==> src/rtl/vga_sync_gen.sv <==
// ============================================================================
// vga_sync_gen
// ----------------------------------------------------------------------------
// VGA timing generator. Divides clk down to a pixel tick and runs horizontal
// and vertical pixel counters. From those counts it produces the sync pulses,
// the visible-area flag and the coordinates that the bitmap generator uses to
// address video RAM.
//
// Default timing is 640x480 at 60 Hz from a 50 MHz clk (CLK_DIV = 2):
//   H_TOTAL = 640 + 16 + 96 + 48 = 800 pixels per line
//   V_TOTAL = 480 + 10 +  2 + 33 = 525 lines per frame
//
// Ports:
//   clk         in   1   system clock
//   reset       in   1   asynchronous, active-high reset
//   p_tick      out  1   one-clk pulse per pixel
//   pix_x       out  10  horizontal count, 0..H_TOTAL-1
//   pix_y       out  10  vertical count, 0..V_TOTAL-1
//   video_on    out  1   high inside the visible area
//   hsync       out  1   horizontal sync, active-low
//   vsync       out  1   vertical sync, active-low
//   line_tick   out  1   one-clk pulse on the last pixel of each line
//   frame_tick  out  1   one-clk pulse on the last pixel of each frame
//
// Build option:
//   VGA_SYNC_DELAY_EN  When defined, hsync, vsync and video_on pass through
//                      one extra register stage enabled by p_tick, so they lag
//                      pix_x/pix_y by exactly one pixel. This lines them up
//                      with data coming out of a synchronous video RAM that
//                      has one cycle of read latency. The extra stage resets
//                      to hsync=1, vsync=1, video_on=0.
//                      When undefined, the sync outputs and video_on line up
//                      with pix_x/pix_y.
//
// All counts are 10 bits wide. Every parameter total must be <= 1024.
// ============================================================================
module vga_sync_gen #(
    parameter int CLK_DIV   = 2,    // clk cycles per pixel, >= 1
    parameter int H_DISPLAY = 640,
    parameter int H_FRONT   = 16,
    parameter int H_RETRACE = 96,
    parameter int H_BACK    = 48,
    parameter int V_DISPLAY = 480,
    parameter int V_FRONT   = 10,
    parameter int V_RETRACE = 2,
    parameter int V_BACK    = 33
) (
    input  logic       clk,
    input  logic       reset,
    output logic       p_tick,
    output logic [9:0] pix_x,
    output logic [9:0] pix_y,
    output logic       video_on,
    output logic       hsync,
    output logic       vsync,
    output logic       line_tick,
    output logic       frame_tick
);

    // ------------------------------------------------------------------------
    // Derived timing constants
    // ------------------------------------------------------------------------
    localparam int H_TOTAL = H_DISPLAY + H_FRONT + H_RETRACE + H_BACK;
    localparam int V_TOTAL = V_DISPLAY + V_FRONT + V_RETRACE + V_BACK;

    localparam logic [9:0] H_LAST     = 10'(H_TOTAL - 1);
    localparam logic [9:0] V_LAST     = 10'(V_TOTAL - 1);
    localparam logic [9:0] H_VISIBLE  = 10'(H_DISPLAY);
    localparam logic [9:0] V_VISIBLE  = 10'(V_DISPLAY);
    localparam logic [9:0] HS_FIRST   = 10'(H_DISPLAY + H_FRONT);
    localparam logic [9:0] HS_LAST    = 10'(H_DISPLAY + H_FRONT + H_RETRACE - 1);
    localparam logic [9:0] VS_FIRST   = 10'(V_DISPLAY + V_FRONT);
    localparam logic [9:0] VS_LAST    = 10'(V_DISPLAY + V_FRONT + V_RETRACE - 1);

    // A CLK_DIV of 1 still needs a one-bit divider register to keep the
    // declarations legal; it simply stays at zero.
    localparam int              DIV_W    = (CLK_DIV > 1) ? $clog2(CLK_DIV) : 1;
    localparam logic [DIV_W-1:0] DIV_LAST = DIV_W'(CLK_DIV - 1);

    // ------------------------------------------------------------------------
    // Registers and next-state wires
    // ------------------------------------------------------------------------
    logic [DIV_W-1:0] r_div_cnt;
    logic [DIV_W-1:0] w_div_next;
    logic             r_p_tick;

    logic [9:0]       r_pix_x;
    logic [9:0]       r_pix_y;
    logic [9:0]       w_x_next;
    logic [9:0]       w_y_next;

    logic             r_hsync;
    logic             r_vsync;
    logic             w_hsync_next;
    logic             w_vsync_next;

    logic             w_video_on;
    logic             w_line_tick;
    logic             w_frame_tick;

    // ------------------------------------------------------------------------
    // Clock divider
    // ------------------------------------------------------------------------
    // The pixel tick is registered from the divider's next value, so p_tick is
    // high exactly while the divider holds CLK_DIV-1. After reset the first
    // pixel advance therefore lands CLK_DIV clk edges later.
    always_comb begin
        if (r_div_cnt == DIV_LAST) begin
            w_div_next = '0;
        end else begin
            w_div_next = r_div_cnt + DIV_W'(1);
        end
    end

    // NOTE: sequential state uses non-blocking assignments so every register
    // samples the values from before the edge, independent of block order.
    always_ff @(posedge clk or posedge reset) begin
        if (reset) begin
            r_div_cnt <= '0;
            r_p_tick  <= 1'b0;
        end else begin
            r_div_cnt <= w_div_next;
            r_p_tick  <= (w_div_next == DIV_LAST);
        end
    end

    // ------------------------------------------------------------------------
    // Pixel counters
    // ------------------------------------------------------------------------
    // NOTE: every output of a combinational block gets a default first, so no
    // path through the if/else leaves a value unassigned and infers a latch.
    always_comb begin
        w_x_next = r_pix_x;
        w_y_next = r_pix_y;
        if (r_p_tick) begin
            if (r_pix_x == H_LAST) begin
                w_x_next = '0;
                if (r_pix_y == V_LAST) begin
                    w_y_next = '0;
                end else begin
                    w_y_next = r_pix_y + 10'd1;
                end
            end else begin
                w_x_next = r_pix_x + 10'd1;
            end
        end
    end

    // Sync levels are decoded from the next counts and registered alongside
    // the counters, so they switch on the same clk edge as pix_x/pix_y and
    // come straight from flops without decode glitches.
    always_comb begin
        w_hsync_next = !((w_x_next >= HS_FIRST) && (w_x_next <= HS_LAST));
        w_vsync_next = !((w_y_next >= VS_FIRST) && (w_y_next <= VS_LAST));
    end

    always_ff @(posedge clk or posedge reset) begin
        if (reset) begin
            r_pix_x <= '0;
            r_pix_y <= '0;
            r_hsync <= 1'b1;
            r_vsync <= 1'b1;
        end else begin
            r_pix_x <= w_x_next;
            r_pix_y <= w_y_next;
            r_hsync <= w_hsync_next;
            r_vsync <= w_vsync_next;
        end
    end

    // ------------------------------------------------------------------------
    // Decoded flags
    // ------------------------------------------------------------------------
    // The ticks are gated by p_tick so they last one clk even though the
    // counts hold their value for CLK_DIV clks.
    always_comb begin
        w_video_on   = (r_pix_x < H_VISIBLE) && (r_pix_y < V_VISIBLE);
        w_line_tick  = r_p_tick && (r_pix_x == H_LAST);
        w_frame_tick = w_line_tick && (r_pix_y == V_LAST);
    end

    // ------------------------------------------------------------------------
    // Output stage
    // ------------------------------------------------------------------------
`ifdef VGA_SYNC_DELAY_EN
    // One pixel of delay on the display-side signals to match the read
    // latency of the video RAM. Each stage loads on the pixel tick, so it
    // holds the previous pixel's value for the whole current pixel.
    logic r_hsync_d;
    logic r_vsync_d;
    logic r_video_on_d;

    always_ff @(posedge clk or posedge reset) begin
        if (reset) begin
            r_hsync_d    <= 1'b1;
            r_vsync_d    <= 1'b1;
            r_video_on_d <= 1'b0;
        end else if (r_p_tick) begin
            r_hsync_d    <= r_hsync;
            r_vsync_d    <= r_vsync;
            r_video_on_d <= w_video_on;
        end
    end

    assign hsync    = r_hsync_d;
    assign vsync    = r_vsync_d;
    assign video_on = r_video_on_d;
`else
    assign hsync    = r_hsync;
    assign vsync    = r_vsync;
    assign video_on = w_video_on;
`endif

    assign p_tick     = r_p_tick;
    assign pix_x      = r_pix_x;
    assign pix_y      = r_pix_y;
    assign line_tick  = w_line_tick;
    assign frame_tick = w_frame_tick;

endmodule
==> config.mk <==
export PLATFORM = sky130hd
export DESIGN_NAME = vga_sync_gen
export DESIGN_NICKNAME = d
export VERILOG_FILES = /design/src/rtl/vga_sync_gen.sv
export SDC_FILE = /design/constraint.sdc
export NUM_CORES = 1
export LEC_CHECK = 0
export CAP_MARGIN = 40
export CORE_UTILIZATION = 47
export DETAILED_ROUTE_END_ITERATION = 6
export HOLD_SLACK_MARGIN = 0.02
export MAX_ROUTING_LAYER = met4
export PLACE_DENSITY_LB_ADDON = 0.05
export REMOVE_ABC_BUFFERS = 1
export SLEW_MARGIN = 20
export SYNTH_ARGS = -nofsm -noshare
export SYNTH_HDL_FRONTEND = slang
export SYNTH_SLANG_ARGS = --single-unit
==> constraint.sdc <==
create_clock -name clk -period 3.99 [get_ports clk]
set_clock_uncertainty 0.15 [all_clocks]
set_input_delay 0.798 -clock clk [delete_from_list [all_inputs] [get_ports clk]]
set_output_delay 0.798 -clock clk [all_outputs]
set_load 0.05 [all_outputs]
### Yosys cells after proc, flatten, opt, wreduce, memory -nomap -nowiden

Cells that the tools add are included.

* flip-flop bits (word level): 23
* bits of input ports: 2
* output and inout port bits: 26

* magnitude comparators: 6
* equal/unequal tests: 2
* multiplexer cells: 6
* reductions and logical operators: 7
* add/sub/neg operators: 3

Operators with widths (count)
* $mux 10: 5
* $add 10x1->10 const B: 2
* $eq 10x10->1 const B: 2
* $ge 10x10->1 const B: 1
* $ge 10x9->1 const B: 1
* $le 10x10->1 const B: 1
* $le 10x9->1 const B: 1
* $lt 10x10->1 const B: 1
* $lt 10x9->1 const B: 1
* $logic_and 1x1->1: 5
* $logic_not 1->1: 2
* $add 1x1->1 const B: 1
* $mux 1: 1

### Logic depth before layout (Yosys ltp)

Gate-level depths: netlist (run 1).

* word-level depth: 7
* mapped depth: 9
* mapped depth without buffers: 7

### Worst setup path after synthesis (run 1)

Ideal clock, no wire load.

* path kind: reg2out
* start point: register r_pix_y[1] (netlist: pix_y[1])
* end point: output frame_tick
* arrival: 2.050 ns
* data required time: 3.042 ns
* stages on the path, launching flop included: 6
* slack: 0.992 ns
* cells stage by stage: dfrtp_1 > inv_1 > ha_1 > nor4b_1 > nand4_1 > nor2_1

* longest elaborated chain between the ends: 2

Ends and longest elaborated chain
* start: declaration: line 88 `logic [9:0] r_pix_y;`
* start signal: assignment: line 165 `r_pix_y <= w_y_next;`
* $eq 10x10->1: line 179 `w_frame_tick = w_line_tick && (r_pix_y == V_LAST);`
* $logic_and 1x1->1: line 179
* end: declaration: line 57 `output logic frame_tick`

No other way between the ends.

### Final worst setup path (run 1)

Ends and elaborated chain as after synthesis.

==> implementation parameters, run 1 <==
Parameter                              Value

Floorplanning
  Overall die width ... 54.8 um
  Die Ht ... 54.8 um
  Standard cell core area ... 2540 sq um
  I/O pin total ... 28
  Starting utilization of the core area ... approximately half
  Number of core rows ... 18
  Die area ... 3000 sq um

Clocking
  Clock tree from TritonCTS ... done
  Number of clock sinks ... 23
  Root Buffer ... sky130_fd_sc_hd__clkbuf_4
  Clock-pin slew on the worst setup and hold paths ... 0.12 ns
  Number of buffers inserted by post-CTS setup repair ... 0
  Number of gates resized after CTS ... 0
  Worst skew pair latency ... 0.31 ns
  Max clock buf depth ... 2
  Number of levels the H-tree was split into ... 1
  Inserted Clock Buffers ... 3
  Cts hold-fix bufs ... 0

Cells and area
  Fillers ... 226
  Fin area ... 1630 sq um
  Area growth from synthesis to final layout ... 24.1%
  Number of nets in the finished design ... 170
  Register area ... 578 sq um
  Final std cells w/o fill ... ~190
  ANT cells ... 0
  Multi-input gate area in the final layout ... 656 sq um
  Share of cells above drive strength 1 ... roughly 8.5%

Routing
  DR WL/cell ... 14.3 um
  Vias per cell ... roughly 5.7
  DRC violation count after routing ... 0
  Post-Route WL ... 2770 um
  Antenna-violating nets left ... 0
  Number of detailed-route iterations in the first pass ... 4
  Drt initial violations ... 4
  Total number of vias ... 1,108

Global route
  Initial antenna violation count ... 0
  Pin count of the biggest net entering global routing ... 17
  Number of global-route vias before repair ... 990
  Overall overflow remaining after global route ... 0
  Overall Global Routing Usage ... 21.6%
  Wire length of the first global-routing pass ... 4490 um

Timing
  Final TNS setup ... 0 ns
  Period utilisation layout ... 87.8%
  Final number of setup-violating endpoints ... 0
  Worst-margin pin slew ... 0.541 ns
  Hold Fails Final Rpt ... 0
  F_max ... 0.286 GHz
  Unrepaired setup endpoints after global routing ... no
  Worst hold margin ... 0.373 ns
  Slew HR ... between 60% and 70%
  Number of pins exceeding their max-slew limit in the final report ... 0
  Post-route minimum period ... ~3.5 ns

Synth
  Number of distinct library cells after synthesis ... 41
  Number of enable-type register cells in the synthesized netlist ... 0
  Sequential share of the synthesized area ... 44.1%
  Synth Instances ... between 100 and 150
  Mean cell area of the mapped netlist ... 9.49 sq um
  Register bit count reported by yosys ... 23
  Predominant post-synthesis flop cell ... sky130_fd_sc_hd__dfrtp_1
  Post-Syn Area ... 1310 sq um
  Number of warnings printed during yosys synthesis ... 0
  FFs w/ async S/R, synth ... 100%

Placement
  Placer congestion estimate ... 0.877
  DPL Wire Length ... 2100 um
  Port Buffer Count ... 27
  Placed cell area ... between 1500 and 2000 sq um
  Placed cell count ... 190

Worst setup path
  Category of the most critical setup path ... flip-flop to output pin
  Delay of the slowest cell on the worst path ... 0.81 ns
  Internal reg-to-reg setup slack ... 1.91 ns
  Kind of cell with the highest combined delay on the critical path ... buffers and inverters
  Type of origin of the critical path ... flip-flop
  Startpoint of the most critical register-to-register path ... pix_x[1]
  Kind of end point of the critical path ... output pin
  Reg2Reg Depth ... 7
  Slowest stage cell, crit path ... sky130_fd_sc_hd__clkdlybuf4s50_1
  Series of cell instances along the critical path ... inv_1 > ha_1 > nor4b_1 > nand4_1 > nor2_1 > clkdlybuf4s50_1
  Required time reported for the critical path endpoint ... 3.04 ns
  Peak fanout along the critical path ... 6
  Endpoint of the most critical register-to-register path ... vsync
  Buffer and inverter count on the worst path ... 2
  Critical path arrival ... between 2 and 3 ns

Worst hold path
  Depth of the worst hold-timing path ... 1
  Beginning of the worst hold path ... pix_x[2]
  Worst min-delay path endpoint ... pix_x[2]
  Hold/Removal Path Class ... flip-flop to flip-flop

Run
  Maximum Capacitance Violations ... 0

Outcome
  Outcome ... finished clean

Pwr
  IR Drop Worst-Case VDD ... 0.165 mV
  Standby leakage power ... 0.000676 uW
  Power density relative to cell area ... roughly 210 nW/um^2
-- layout by cell type, fill, tap and decap left out, types with 2 or more instances in the layout --
master                            count
sky130_fd_sc_hd__a41oi_1              2
sky130_fd_sc_hd__clkdlybuf4s50_1     27
sky130_fd_sc_hd__o21a_1               2
sky130_fd_sc_hd__o21ai_0             10
sky130_fd_sc_hd__nor2_1               8
sky130_fd_sc_hd__ha_1                 3
sky130_fd_sc_hd__nand3_1             11
sky130_fd_sc_hd__inv_1               10
sky130_fd_sc_hd__dfstp_2              2
sky130_fd_sc_hd__nor3_1               4
sky130_fd_sc_hd__and4_1               2
sky130_fd_sc_hd__nand4_1              6
sky130_fd_sc_hd__a31oi_1              2
sky130_fd_sc_hd__a31o_2               2
sky130_fd_sc_hd__o31ai_1              2
sky130_fd_sc_hd__dfrtp_1             21
sky130_fd_sc_hd__or3_1                3
sky130_fd_sc_hd__and2_1               2
sky130_fd_sc_hd__nand2_1              8
sky130_fd_sc_hd__xor2_1               7
sky130_fd_sc_hd__a21oi_1              3
sky130_fd_sc_hd__clkbuf_4             3
sky130_fd_sc_hd__xnor2_1              3
sky130_fd_sc_hd__nor3b_1              4
-- worst max path at each step --
stage               cells past startpoint    endpoint  startpoint
finish                                  6  frame_tick    pix_y[1]
CTS                                     6  frame_tick    pix_y[1]
floorplan                               5  frame_tick    pix_y[1]
detailed placement                      6  frame_tick    pix_y[1]
global placement                        6  frame_tick    pix_y[0]
global route                            6  frame_tick    pix_y[1]
-- cells by family after synthesis --
kind of cell / share of synthesized area [%]
xor+xnor: 6.69
mux: 0.764
flops: 44.1
simple gates: 26.5
fa+ha+maj: 2.87
compound gates: 13.3
buf+inv: 5.83
-- metrics by stage --
stage,setup slack [ns],util [%],total power [uW]
after floorplan,0.965,-,241
after global placement,0.901,62.2,243
after detailed placement,0.844,62.8,245
after CTS,0.477,63.9,350
after global routing,0.324,63.9,356
final,0.488,63.9,347
-- layout make-up --
cell class	count	area share, %
multi-input cells	98	40.3
clock buffers	3	1.39
repair buffers	28	17.6
clock inverters	1	0.308
flip-flops and latches	23	35.6
inverters	11	2.54
well taps	30	2.31
-- Yosys cell counts (3+ instances only) --
cell	n	area share (%)
sky130_fd_sc_hd__nand2_1	8	2.3
sky130_fd_sc_hd__nand3_1	11	4.2
sky130_fd_sc_hd__xor2_1	7	4.7
sky130_fd_sc_hd__ha_1	3	2.9
sky130_fd_sc_hd__a21oi_1	3	1.1
sky130_fd_sc_hd__nor3b_1	4	2.3
sky130_fd_sc_hd__nor3_1	4	1.5
sky130_fd_sc_hd__nand4_1	6	2.9
sky130_fd_sc_hd__clkbuf_1	3	0.86
sky130_fd_sc_hd__nor2_1	8	2.3
sky130_fd_sc_hd__inv_1	10	2.9
sky130_fd_sc_hd__or3_1	3	1.4
sky130_fd_sc_hd__o21ai_0	10	3.8
sky130_fd_sc_hd__dfrtp_1	21	40
sky130_fd_sc_hd__xnor2_1	3	2.0
-- report_power, final --
group | total, uW | switching, uW | internal (uW)
Clock | 107 | 69.7 | 37.4
Sequential | 233 | 0 | 233
Combinational | 7.21 | 4.96 | 2.26
Total | 347 | 74.6 | 273
-- state kept, by name, summed over array words and instances, names as in the netlist --
signal and flops:
hsync 1, p_tick 1, pix_x 10, pix_y 10, vsync 1
-- layer usage --
| metal | global-route usage [%] | wire [um] |
|---|---|---|
| met4 | 8.97 | 44 |
| met5 | - | 0 |
| met1 | 25.7 | 1280 |
| met3 | 3.33 | 98 |
| met2 | 35.9 | 1350 |
Note: power is estimated with default switching activity, not from simulation.
==> run 2, diff against run 1 <==
--- a/config.mk
+++ b/config.mk
@@ -5,7 +5,7 @@
 export SDC_FILE = /design/constraint.sdc
 export NUM_CORES = 1
 export LEC_CHECK = 0
-export CAP_MARGIN = 40
+export CAP_MARGIN = 25
 export CORE_UTILIZATION = 47
 export DETAILED_ROUTE_END_ITERATION = 6
 export HOLD_SLACK_MARGIN = 0.02
==> implementation parameters, run 2 (synthesized netlist as in run 1, its figures left out) <==
Parameter                              Value

Pwr
  Part of the power in the clock network ... 30.7% (was 30.8%)
  Sequential share of power ... 67.8% (was 67.1%)
  Combinational group share of total power ... 1.5% (was 2.1%)
  Power density relative to cell area ... 214 nW/um^2 (about the same)
  Net Sw Frac ... 21.1% (was 21.5%)
  Total power after layout ... 344 uW (was 347 uW)
  P_sw ... 72.6 uW (was 74.6 uW)
  IR Drop Worst-Case VDD ... 0.168 mV (was 0.165 mV)
  Standby leakage power ... 0.000669 uW (was 0.000676 uW)
  Internal power ... 271 uW (was 273 uW)

Routing
  DRC violation count after routing ... 0 (unchanged)
  DR WL/cell ... 13.9 um (was 14.3 um)
  Antenna-violating nets left ... 0 (unchanged)
  Total number of vias ... 1,111 (was 1,108)
  Drt initial violations ... 25 (was 4)
  Number of detailed-route iterations in the first pass ... 4 (unchanged)
  Post-Route WL ... 2690 um (was 2770 um)
  Vias per cell ... 5.76 (was 5.71)

Global route
  Global-route met2 utilization ... 35.5% (was 35.9%)
  Overall overflow remaining after global route ... 0 (unchanged)
  Number of global-route vias before repair ... 966 (was 990)
  Overall Global Routing Usage ... 21.1% (was 21.6%)
  Wire length of the first global-routing pass ... 4380 um (was 4490 um)
  Met1 capacity usage during global routing ... 25.2% (was 25.7%)
  Pin count of the biggest net entering global routing ... 24 (was 17)
  GRT busiest layer ... met2 (unchanged)
  M3 GR Usage ... 3.61% (was 3.33%)
  Initial antenna violation count ... 0 (unchanged)

Floorplanning
  Overall die width ... 54.8 um (unchanged)
  I/O pin total ... 28 (unchanged)
  Die Ht ... 54.8 um (unchanged)
  Die area ... 3000 sq um (unchanged)
  Starting utilization of the core area ... 51.5% (unchanged)
  Number of core rows ... 18 (unchanged)
  Standard cell core area ... 2540 sq um (unchanged)

Timing
  Worst hold margin ... 0.370 ns (was 0.373 ns)
  Number of pins exceeding their max-slew limit in the final report ... 0 (unchanged)
  Slew HR ... 44.0% (was 63.9%)
  Hold Fails Final Rpt ... 0 (unchanged)
  F_max ... 0.286 GHz (about the same)
  Final TNS setup ... 0 ns (unchanged)
  Period utilisation layout ... 87.5% (was 87.8%)
  Post-route minimum period ... 3.49 ns (was 3.50 ns)
  Worst-case setup margin in the final layout ... 0.497 ns (was 0.488 ns)
  Worst-margin pin slew ... 0.839 ns (was 0.541 ns)
  Final number of setup-violating endpoints ... 0 (unchanged)
  Unrepaired setup endpoints after global routing ... no (unchanged)

Clocking
  Number of levels the H-tree was split into ... 1 (unchanged)
  Clock tree from TritonCTS ... done (unchanged)
  Cts hold-fix bufs ... 0 (unchanged)
  Clock-pin slew on the worst setup and hold paths ... 0.12 ns (about the same)
  Inserted Clock Buffers ... 3 (unchanged)
  Number of clock sinks ... 23 (unchanged)
  Worst skew pair latency ... 0.31 ns (about the same)
  Number of buffers inserted by post-CTS setup repair ... 0 (unchanged)
  Root Buffer ... sky130_fd_sc_hd__clkbuf_4 (unchanged)
  Max clock buf depth ... 2 (unchanged)
  Number of gates resized after CTS ... 0 (unchanged)

Worst hold path
  Hold/Removal Path Class ... flip-flop to flip-flop (unchanged)

Worst setup path
  Slowest stage cell, crit path ... sky130_fd_sc_hd__clkdlybuf4s50_1 (unchanged)
  Internal reg-to-reg setup slack ... 1.92 ns (was 1.91 ns)
  Delay of the slowest cell on the worst path ... 0.81 ns (about the same)
  Peak fanout along the critical path ... 8 (was 6)
  Series of cell instances along the critical path ... inv_1 > ha_1 > nor4b_1 > nand4_1 > nor2_1 > clkdlybuf4s50_1 (unchanged)
  Required time reported for the critical path endpoint ... 3.04 ns (about the same)
  Category of the most critical setup path ... flip-flop to output pin (unchanged)
  Critical path arrival ... 2.55 ns (about the same)
  Type of origin of the critical path ... flip-flop (unchanged)
  Kind of end point of the critical path ... output pin (unchanged)

Cells and area
  ANT cells ... 0 (unchanged)
  Most common cell after layout, fill and taps aside ... sky130_fd_sc_hd__clkdlybuf4s50_1 (unchanged)
  Area growth from synthesis to final layout ... 22.9% (was 24.1%)
  Final std cells w/o fill ... 193 (was 194)
  Commonest cells after routing, fill and taps aside ... sky130_fd_sc_hd__clkdlybuf4s50_1, sky130_fd_sc_hd__dfrtp_1, sky130_fd_sc_hd__nand3_1 (unchanged)
  Share of cells above drive strength 1 ... 7.98% (was 8.54%)
  Number of nets in the finished design ... 169 (was 170)

Placement
  Placed cell count ... 189 (was 190)
  DPL Wire Length ... 1980 um (was 2100 um)
  Place WS ... 0.857 ns (was 0.844 ns)
  Placer congestion estimate ... 0.877 (unchanged)
  Port Buffer Count ... 27 (unchanged)

Outcome
  Outcome ... finished clean (unchanged)

Run
  Maximum Capacitance Violations ... 0 (unchanged)
-- run 2: changes by cell type in the layout (fill, tap and decap cells not counted) --
| cell | delta |
|---|---|
| sky130_fd_sc_hd__buf_8 | -1 |
-- run 2: layer usage --
layer | share of wire (%) | up-vias | wire, um
met4 | 1.2 | 0 | 32
met1 | 44 | 530 | 1180
met3 | 4.5 | 4 | 120
li1 | - | 543 | -
met5 | 0 | - | 0
met2 | 50 | 34 | 1350
-- run 2: power groups by stage --
stage          combinational [uW]  sequential [uW]  clock, uW
2_1_floorplan                3.46              238          0
6_report                     5.21              233        106
5_1_grt                      6.56              233        119
3_5_place_dp                 5.87              238          0
3_3_place_gp                 5.62              238          0
4_1_cts                      5.87              233        109
-- run 2: layout make-up --
class / instances / area, sq um
clock buffers: 3 / 22.5
clock inverters: 1 / 5.00
fillers: 234 / 935
inverters: 11 / 41.3
multi-input cells: 98 / 656
flip-flops and latches: 23 / 578
well taps: 30 / 37.5
repair buffers: 27 / 270
-- run 2: critical path, delay by kind of cell, from the launching register on --
| kind | cells | cell delay [ns] |
|---|---|---|
| and+or+nand+nor | 3 | 0.73 |
| DFF | 1 | 0.48 |
| buffers and inverters | 2 | 0.90 |
| adders and majority gates | 1 | 0.14 |
-- run 2: worst paths after layout --
kind | start | to | cells past startpoint
worst max register to register | pix_x[1] | vsync | 7
max in group asynchronous | reset | pix_x[2] | 2
min in group asynchronous | reset | pix_x[1] | 2
worst min register to register | pix_x[2] | pix_x[2] | 1
worst max-delay path | pix_y[0] | frame_tick | 6
worst min-delay path | pix_x[2] | pix_x[2] | 1
-- run 2: through the flow --
| stage | instance area, sq um | util, % |
|---|---|---|
| 2_1_floorplan | 1270 | - |
| 3_3_place_gp | 1580 | 62.2 |
| 3_5_place_dp | 1580 | 62.2 |
| 4_1_cts | 1610 | 63.3 |
| 5_1_grt | 1610 | 63.3 |
| 6_report | 1610 | 63.3 |
==> run 3, diff against run 2 <==
--- a/config.mk
+++ b/config.mk
@@ -5,7 +5,6 @@
 export SDC_FILE = /design/constraint.sdc
 export NUM_CORES = 1
 export LEC_CHECK = 0
-export CAP_MARGIN = 25
 export CORE_UTILIZATION = 47
 export DETAILED_ROUTE_END_ITERATION = 6
 export HOLD_SLACK_MARGIN = 0.02
==> results of run 3 <==
No change in the layout: final DEF, timing and power equal those of run 2.
